$ cat config.mk
export PLATFORM = sky130hd
export DESIGN_NAME = serial_add_ctrl
export DESIGN_NICKNAME = d
export VERILOG_FILES = /design/src/rtl/serial_add_pkg.sv /design/src/rtl/serial_fa_bit.sv /design/src/rtl/serial_add_ctrl.sv
export SDC_FILE = /design/constraint.sdc
export NUM_CORES = 1
export LEC_CHECK = 0
export CELL_PAD_IN_SITES_DETAIL_PLACEMENT = 0
export CELL_PAD_IN_SITES_GLOBAL_PLACEMENT = 2
export CORE_MARGIN = 4
export CORE_UTILIZATION = 32
export CTS_BUF_LIST = sky130_fd_sc_hd__clkbuf_8
export DETAILED_ROUTE_END_ITERATION = 8
export GPL_TIMING_DRIVEN = 0
export HOLD_SLACK_MARGIN = 0.12
export PLACE_DENSITY = 0.86
export REMOVE_ABC_BUFFERS = 1
export SLEW_MARGIN = 20
export SYNTH_ARGS = -nofsm -noshare
export SYNTH_HDL_FRONTEND = slang
export SYNTH_SLANG_ARGS = --single-unit
$ cat constraint.sdc
create_clock -name clk -period 2 [get_ports clk]
set_input_delay 0.3 -clock clk [delete_from_list [all_inputs] [get_ports clk]]
set_output_delay 0.3 -clock clk [all_outputs]
set_load 0.03 [all_outputs]
$ cat src/rtl/serial_add_pkg.sv
// Shared types and constants for the bit-serial adder controller.
package serial_add_pkg;

  localparam int DEFAULT_WIDTH = 8;

  typedef enum logic [1:0] {
    ST_IDLE  = 2'd0,
    ST_SHIFT = 2'd1,
    ST_DONE  = 2'd2
  } state_e;

endpackage

$ cat src/rtl/serial_fa_bit.sv
// One-bit full adder cell; purely combinational, carry storage lives in the controller.
module serial_fa_bit (
  input  logic a,
  input  logic b,
  input  logic ci,
  output logic s,
  output logic co
);

  assign s  = a ^ b ^ ci;
  assign co = (a & b) | (b & ci) | (ci & a);

endmodule

$ cat src/rtl/serial_add_ctrl.sv
// Word-level valid/ready front end for the bit-serial adder: streams operands
// LSB-first through serial_fa_bit and returns sum/cout on a second handshake.
//
// state    | meaning
// ---------+----------------------------------------------------------
// ST_IDLE  | waiting for in_valid; in_ready high
// ST_SHIFT | one operand bit per clock through the full-adder cell
// ST_DONE  | sum/cout presented with out_valid until out_ready
module serial_add_ctrl
  import serial_add_pkg::*;
#(
  parameter int WIDTH = DEFAULT_WIDTH,
  parameter int CNT_W = $clog2(WIDTH + 1)
) (
  input  logic             clk,
  input  logic             reset,
  input  logic             in_valid,
  output logic             in_ready,
  input  logic [WIDTH-1:0] op_a,
  input  logic [WIDTH-1:0] op_b,
  input  logic             cin,
  output logic             out_valid,
  input  logic             out_ready,
  output logic [WIDTH-1:0] sum,
  output logic             cout,
  output logic             busy,
  output logic [CNT_W-1:0] bit_cnt
);

  localparam logic [CNT_W-1:0] LAST_BIT = CNT_W'(WIDTH - 1);

  state_e           state_q, state_d;
  logic [WIDTH-1:0] a_sr_q, a_sr_d;
  logic [WIDTH-1:0] b_sr_q, b_sr_d;
  logic [WIDTH-1:0] sum_sr_q, sum_sr_d;
  logic             carry_q, carry_d;
  logic [CNT_W-1:0] cnt_q, cnt_d;

  logic fa_s;
  logic fa_co;

  serial_fa_bit u_fa (
    .a  (a_sr_q[0]),
    .b  (b_sr_q[0]),
    .ci (carry_q),
    .s  (fa_s),
    .co (fa_co)
  );

  always_comb begin
    state_d  = state_q;
    a_sr_d   = a_sr_q;
    b_sr_d   = b_sr_q;
    sum_sr_d = sum_sr_q;
    carry_d  = carry_q;
    cnt_d    = cnt_q;

    case (state_q)
      ST_IDLE: begin
        if (in_valid) begin
          a_sr_d   = op_a;
          b_sr_d   = op_b;
          carry_d  = cin;
          sum_sr_d = '0;
          cnt_d    = '0;
          state_d  = ST_SHIFT;
        end
      end
      ST_SHIFT: begin
        // Concatenate-then-slice keeps the shift legal for WIDTH == 1.
        sum_sr_d = {fa_s, sum_sr_q} >> 1;
        a_sr_d   = a_sr_q >> 1;
        b_sr_d   = b_sr_q >> 1;
        carry_d  = fa_co;
        cnt_d    = cnt_q + CNT_W'(1);
        if (cnt_q == LAST_BIT) begin
          state_d = ST_DONE;
        end
      end
      ST_DONE: begin
        if (out_ready) begin
          state_d = ST_IDLE;
        end
      end
      default: state_d = ST_IDLE;
    endcase
  end

  always_ff @(posedge clk) begin
    if (!reset) begin
      state_q  <= ST_IDLE;
      a_sr_q   <= '0;
      b_sr_q   <= '0;
      sum_sr_q <= '0;
      carry_q  <= 1'b0;
      cnt_q    <= '0;
    end else begin
      state_q  <= state_d;
      a_sr_q   <= a_sr_d;
      b_sr_q   <= b_sr_d;
      sum_sr_q <= sum_sr_d;
      carry_q  <= carry_d;
      cnt_q    <= cnt_d;
    end
  end

  assign in_ready  = (state_q == ST_IDLE);
  assign out_valid = (state_q == ST_DONE);
  assign busy      = (state_q == ST_SHIFT) || (state_q == ST_DONE);
  assign sum       = sum_sr_q;
  assign cout      = carry_q;
  assign bit_cnt   = cnt_q;

endmodule

# Yosys cells after proc, flatten, opt, wreduce, memory -nomap -nowiden

Cells that the tools add are included.

Register bits: 31
Word-level logic and storage cells: 39
Output and inout port bits: 16

Eq/ne operators: 6
Reductions and logical operators: 5
Add/sub/neg operators: 1
Muxes and demuxes: 14
Bitwise gates (word level): 7

Operators by type and width:

| cell                                                                    | count |
|---|---|
| 8-bit one-hot mux with 2 select lines                                   | 3 |
| 8-bit two-way mux                                                       | 3 |
| 4-bit one-hot mux with 2 select lines                                   | 1 |
| 2-bit two-way mux                                                       | 3 |
| 2-bit one-hot mux with 3 select lines                                   | 1 |
| 4-bit by 1-bit adder with 4-bit output, second input constant           | 1 |
| 4-bit by 3-bit == test with 1-bit output, second input constant         | 1 |
| 4-bit two-way mux                                                       | 1 |
| 2-bit inequality test, second input constant                            | 2 |
| 1-bit AND                                                               | 3 |
| 3-bit AND reduction                                                     | 1 |
| 2-bit by 1-bit == test with 1-bit output, second input constant         | 1 |
| 2-bit == test, second input constant                                    | 1 |
| 2-bit logical NOT                                                       | 1 |
| 2-bit by 1-bit inequality test with 1-bit output, second input constant | 1 |
| 1-bit bitwise OR                                                        | 2 |
| 1-bit one-hot mux with 2 select lines                                   | 1 |
| 2-bit AND reduction                                                     | 1 |
| 2-bit nonzero test                                                      | 1 |
| 1-bit XOR                                                               | 2 |
| 1-bit logical OR                                                        | 1 |
| 1-bit two-way mux                                                       | 1 |

# Longest topological paths before layout

Depth in word-level cells: 4
Gate-level depth with buffers: 7

# Hierarchy

Synthesis repeated with hierarchy kept, for this count alone.

Cells, all modules: 165
Area total of the unflattened synthesis: 1621.6 µm²

Modules (own cells, without submodules):

| module          | area each (µm²) | instances | cells each | sequential area each (µm²) |
|---|---|---|---|---|
| serial_add_ctrl | 1601.5          | 1         | 164        | 620.6 |
| serial_fa_bit   | 20.0            | 1         | 1          | 0.0 |

# Worst setup path before layout

No wires, ideal clock.

Path type: reg2reg
From: register state_q[0]
To: register a_sr_q[1]
Cell stages (with the launch flop): 7
Clock period less this slack: 1.708 ns
Data arrival time: 1.592 ns
Buffers on the path: 2
Setup slack: 0.292 ns
Data required time: 1.884 ns
Path through: dfxtp_1 -> inv_1 -> ha_1 -> buf_6 -> mux2_4 -> buf_6 -> o211a_1

Longest elaborated chain between the ends: 3
Elaborated cells on any way between the ends: 6
Those cells by class: eq/ne (2); mux (1); reduce/logical (3)

Ends and longest elaborated chain:

| item                                                                                | RTL line              | source |
|---|---|---|
| from (decl)                                                                         | serial_add_ctrl.sv:32 | `state_e state_q, state_d;` |
| from (signal assigned)                                                              | serial_add_ctrl.sv:98 | `state_q <= state_d;` |
| 2-bit logical NOT *                                                                 | -                     |  |
| named net in_ready                                                                  | serial_add_ctrl.sv:18 | `output logic in_ready,` |
| 2-bit inequality test (no source line) / 2-bit nonzero test (equally long branches) | -                     |  |
| 2-bit AND reduction (no source line)                                                | -                     |  |
| to (signal assigned)                                                                | serial_add_ctrl.sv:99 | `a_sr_q <= a_sr_d;` |
| to (decl)                                                                           | serial_add_ctrl.sv:33 | `logic [WIDTH-1:0] a_sr_q, a_sr_d;` |

Mark *: on every way through the listed nets, which the timed path passes. The rest lies on a longest branch.
A chain may end at the register's enable or synchronous reset.

# Worst setup path in the final report

From: register state_q[1]
To: output in_ready

Longest elaborated chain between the ends: 1

Ends and longest elaborated chain:

| item              | RTL line               | source |
|---|---|---|
| 2-bit logical NOT | serial_add_ctrl.sv:107 | `assign in_ready = (state_q == ST_IDLE);` |
| to (decl)         | serial_add_ctrl.sv:18  |  |

Every way passes these cells.

==> summary.txt <==
drt wl/cell - 13.3 um
DR WL met3 - 235 um
Worst Hold Class - reg -> reg
global-route usage over all layers - 11.4%
Mapped Area - 0.00165 mm2
share of layout cells above drive strength 1 - 6.57%
initial DRC count - 57
start of the worst register-to-register path - state_q[1]$_SDFFE_PN0P_
FF+latch count, synth - 31
Final min period - 1.88 ns
Hold EP - a_sr_q[7]$_SDFFE_PN0P_
maximum vdd drop - 492 uV
Commonest cells post-synth - dfxtp_1, nand2_1, mux2i_1
top layer in use - met4
RD Place Congestion - 0.718
Synth Instances - 169
placed cells - 258
First-pass DRT Iterations - 4
largest net degree at the start of global routing - 35
initial antenna violation count - 0
crit end category - output port
Post-CTS Hold Buffers - 0
Site Rows - 25
H-tree depth - 2
Die Y - 79.8 um
Die W - 79.8 um
clock sinks - 31
io pins - 37
dpl hpwl - 2.35 mm
Multi-input gate area - 936 um2
routed vias/inst - 4.91
Worst Max-Slew Pin Slew - 0.631 ns
reg-to-reg slack, setup - 0.15 ns
total gr overflow - 0
TritonCTS Buffers - 5
wire length on met1 - 1.70 mm
highest clock rate - 532 MHz
Critical R2R Capture - sum[2]$_SDFFE_PN0P_
CP max FO - 12
antenna-violating nets left - 0
vias in the first global route - 1258
asr flop ratio synth - 0%
status - complete, no violations
final worst path period share - 94.1%
Leak Pwr - 0.899 nW
Die Area - 0.00636 mm2
synth warn - 0
Synth Flop Type - dfxtp_1
Max Cap Violations - 0
Final TNS setup - 0 ns
Post-synth EDFFs - 0
Port-buffer cells - 36
Non-Filler Instances - 265
CTS tree - yes
fill count - 474
RSZ-0062 raised after global routing - false
dominant cell by count in the synthesized netlist - dfxtp_1
Seq/Total Area, Yosys - 37.7%
worst hold path depth - 2
Clock Tree Buf Depth - 2
max_slew headroom - 57.8%
Final Max Tran Viols - 0
CORE AREA - 0.00485 mm2
clock latency on the worst-skew pair - 0.28 ns
min-delay src - a_sr_q[7]$_SDFFE_PN0P_
Area Overhead vs Synth - 28.5%
WP data required - 1.70 ns
area share of the largest cell type after synthesis - 37.7%
sequential cell area - 621 um2
drt drc - 0
cell area after layout - 0.00212 mm2
clk root buf - clkbuf_8
nets@finish - 226
Clock Skews - 0.00338 ns
CTS clock-pin slew for the worst setup and hold paths - 0.06 ns
Initial Utilization - 34.0%
n_diodes - 0
first-pass GRT wire length - 5.69 mm
Power Density - 1140 mW/mm2
final setup vio count - 0
post-synth top area cell - dfxtp_1
via count - 1302
Netlist cell types - 29
crit path launch type - flop
final hold slack - 0.453 ns
Syn Area/Cell - 9.75 um2
met2 WL - 1.55 mm
placed inst area - 0.00201 mm2
Worst Path Arrival - 1.58 ns
final WL - 3.53 mm
Final Hold Violating Endpoints - 0
worst-case reg-to-reg path depth - 5
Synth area leaders - dfxtp_1, mux2i_1, o211a_1
critical path class - reg -> out
-- state kept, by name (all words and copies together), names as in the netlist --
name     flops
state_q      2
a_sr_q       8
cout         1
b_sr_q       8
bit_cnt      4
sum          8
-- cell usage in the layout, fill, tap and decap left out, types with 6 or more instances in the layout --
cell	netlist	final
a21boi_1	6	6
a32o_1	6	6
clkdlybuf4s50_1	0	32
dfxtp_1	31	31
inv_1	6	7
mux2i_1	23	22
nand2_1	29	29
nor2_1	6	6
o211a_1	12	12
o21a_1	6	6
-- area by class of cell --
type	instances	area share [%]
Multi-Input combinational cell	118	44.2
Clock buffer	5	3.25
Inverter	6	1.06
Clock inverter	1	0.177
Tap cell	67	3.96
Sequential cell	31	29.3
Timing Repair Buffer	37	18.1
-- cells by family after synthesis --
family,Yosys count,share of synthesized area (%)
compound gates,36,20.2
fa+ha+maj,6,5.01
buf+inv,21,7.90
flops,31,37.7
mux,24,14.9
simple gates,51,14.4
-- worst max-delay path by stage --
stage	startpoint	endpoint	slack [ns]	depth (start not counted)
finish	state_q[1]$_SDFFE_PN0P_	in_ready	0.12	3
global route	state_q[0]$_SDFFE_PN0P_	sum[2]$_SDFFE_PN0P_	0.03	5
CTS	state_q[0]$_SDFFE_PN0P_	out_valid	0.03	3
detailed placement	state_q[1]$_SDFFE_PN0P_	bit_cnt[2]$_SDFFE_PN0P_	-0.26	6
global placement	state_q[1]$_SDFFE_PN0P_	cout$_SDFFE_PN0P_	-1.28	4
floorplan	state_q[1]$_SDFFE_PN0P_	cout$_SDFFE_PN0P_	-0.62	4
-- where the power goes --
group	switching, W	total [W]	leakage, nW	internal, W
clock network	0.000207	0.000433	0.0413	0.000226
registers	0.0000817	0.000848	0.254	0.000766
logic	0.000628	0.00114	0.604	0.000514
total	0.000917	0.00242	0.899	0.00151
-- metrics by stage --
stage | setup WS (ns) | total power [W] | utilization (%)
after global placement | -1.28 | 0.00188 | 40.9
after global routing | 0.0324 | 0.00262 | 43.7
after floorplan | -0.617 | 0.00162 | -
after detailed placement | -0.265 | 0.00197 | 41.5
after CTS | 0.0350 | 0.00243 | 43.3
final | 0.119 | 0.00242 | 43.7
-- layer usage --
metal	vias to the layer above	GRT usage (%)
li1	655	-
met1	600	13.3
met2	42	18.9
met3	5	4.18
met4	0	4.56
met5	-	0
-- what timing repair did --
item                       4_1_cts  5_1_grt
pin swaps                        0        0
gates cloned                     0        1
setup endpoints to repair       14        6
setup buffers                    0        0
resized for setup                5        2
-- critical path: stages, from the launching register on --
cell and delay, ns:
dfxtp_1 0.33, inv_1 0.13, ha_2 0.40, dlygate4sd2_1 0.45
Power figures use the tool's default switching activity.
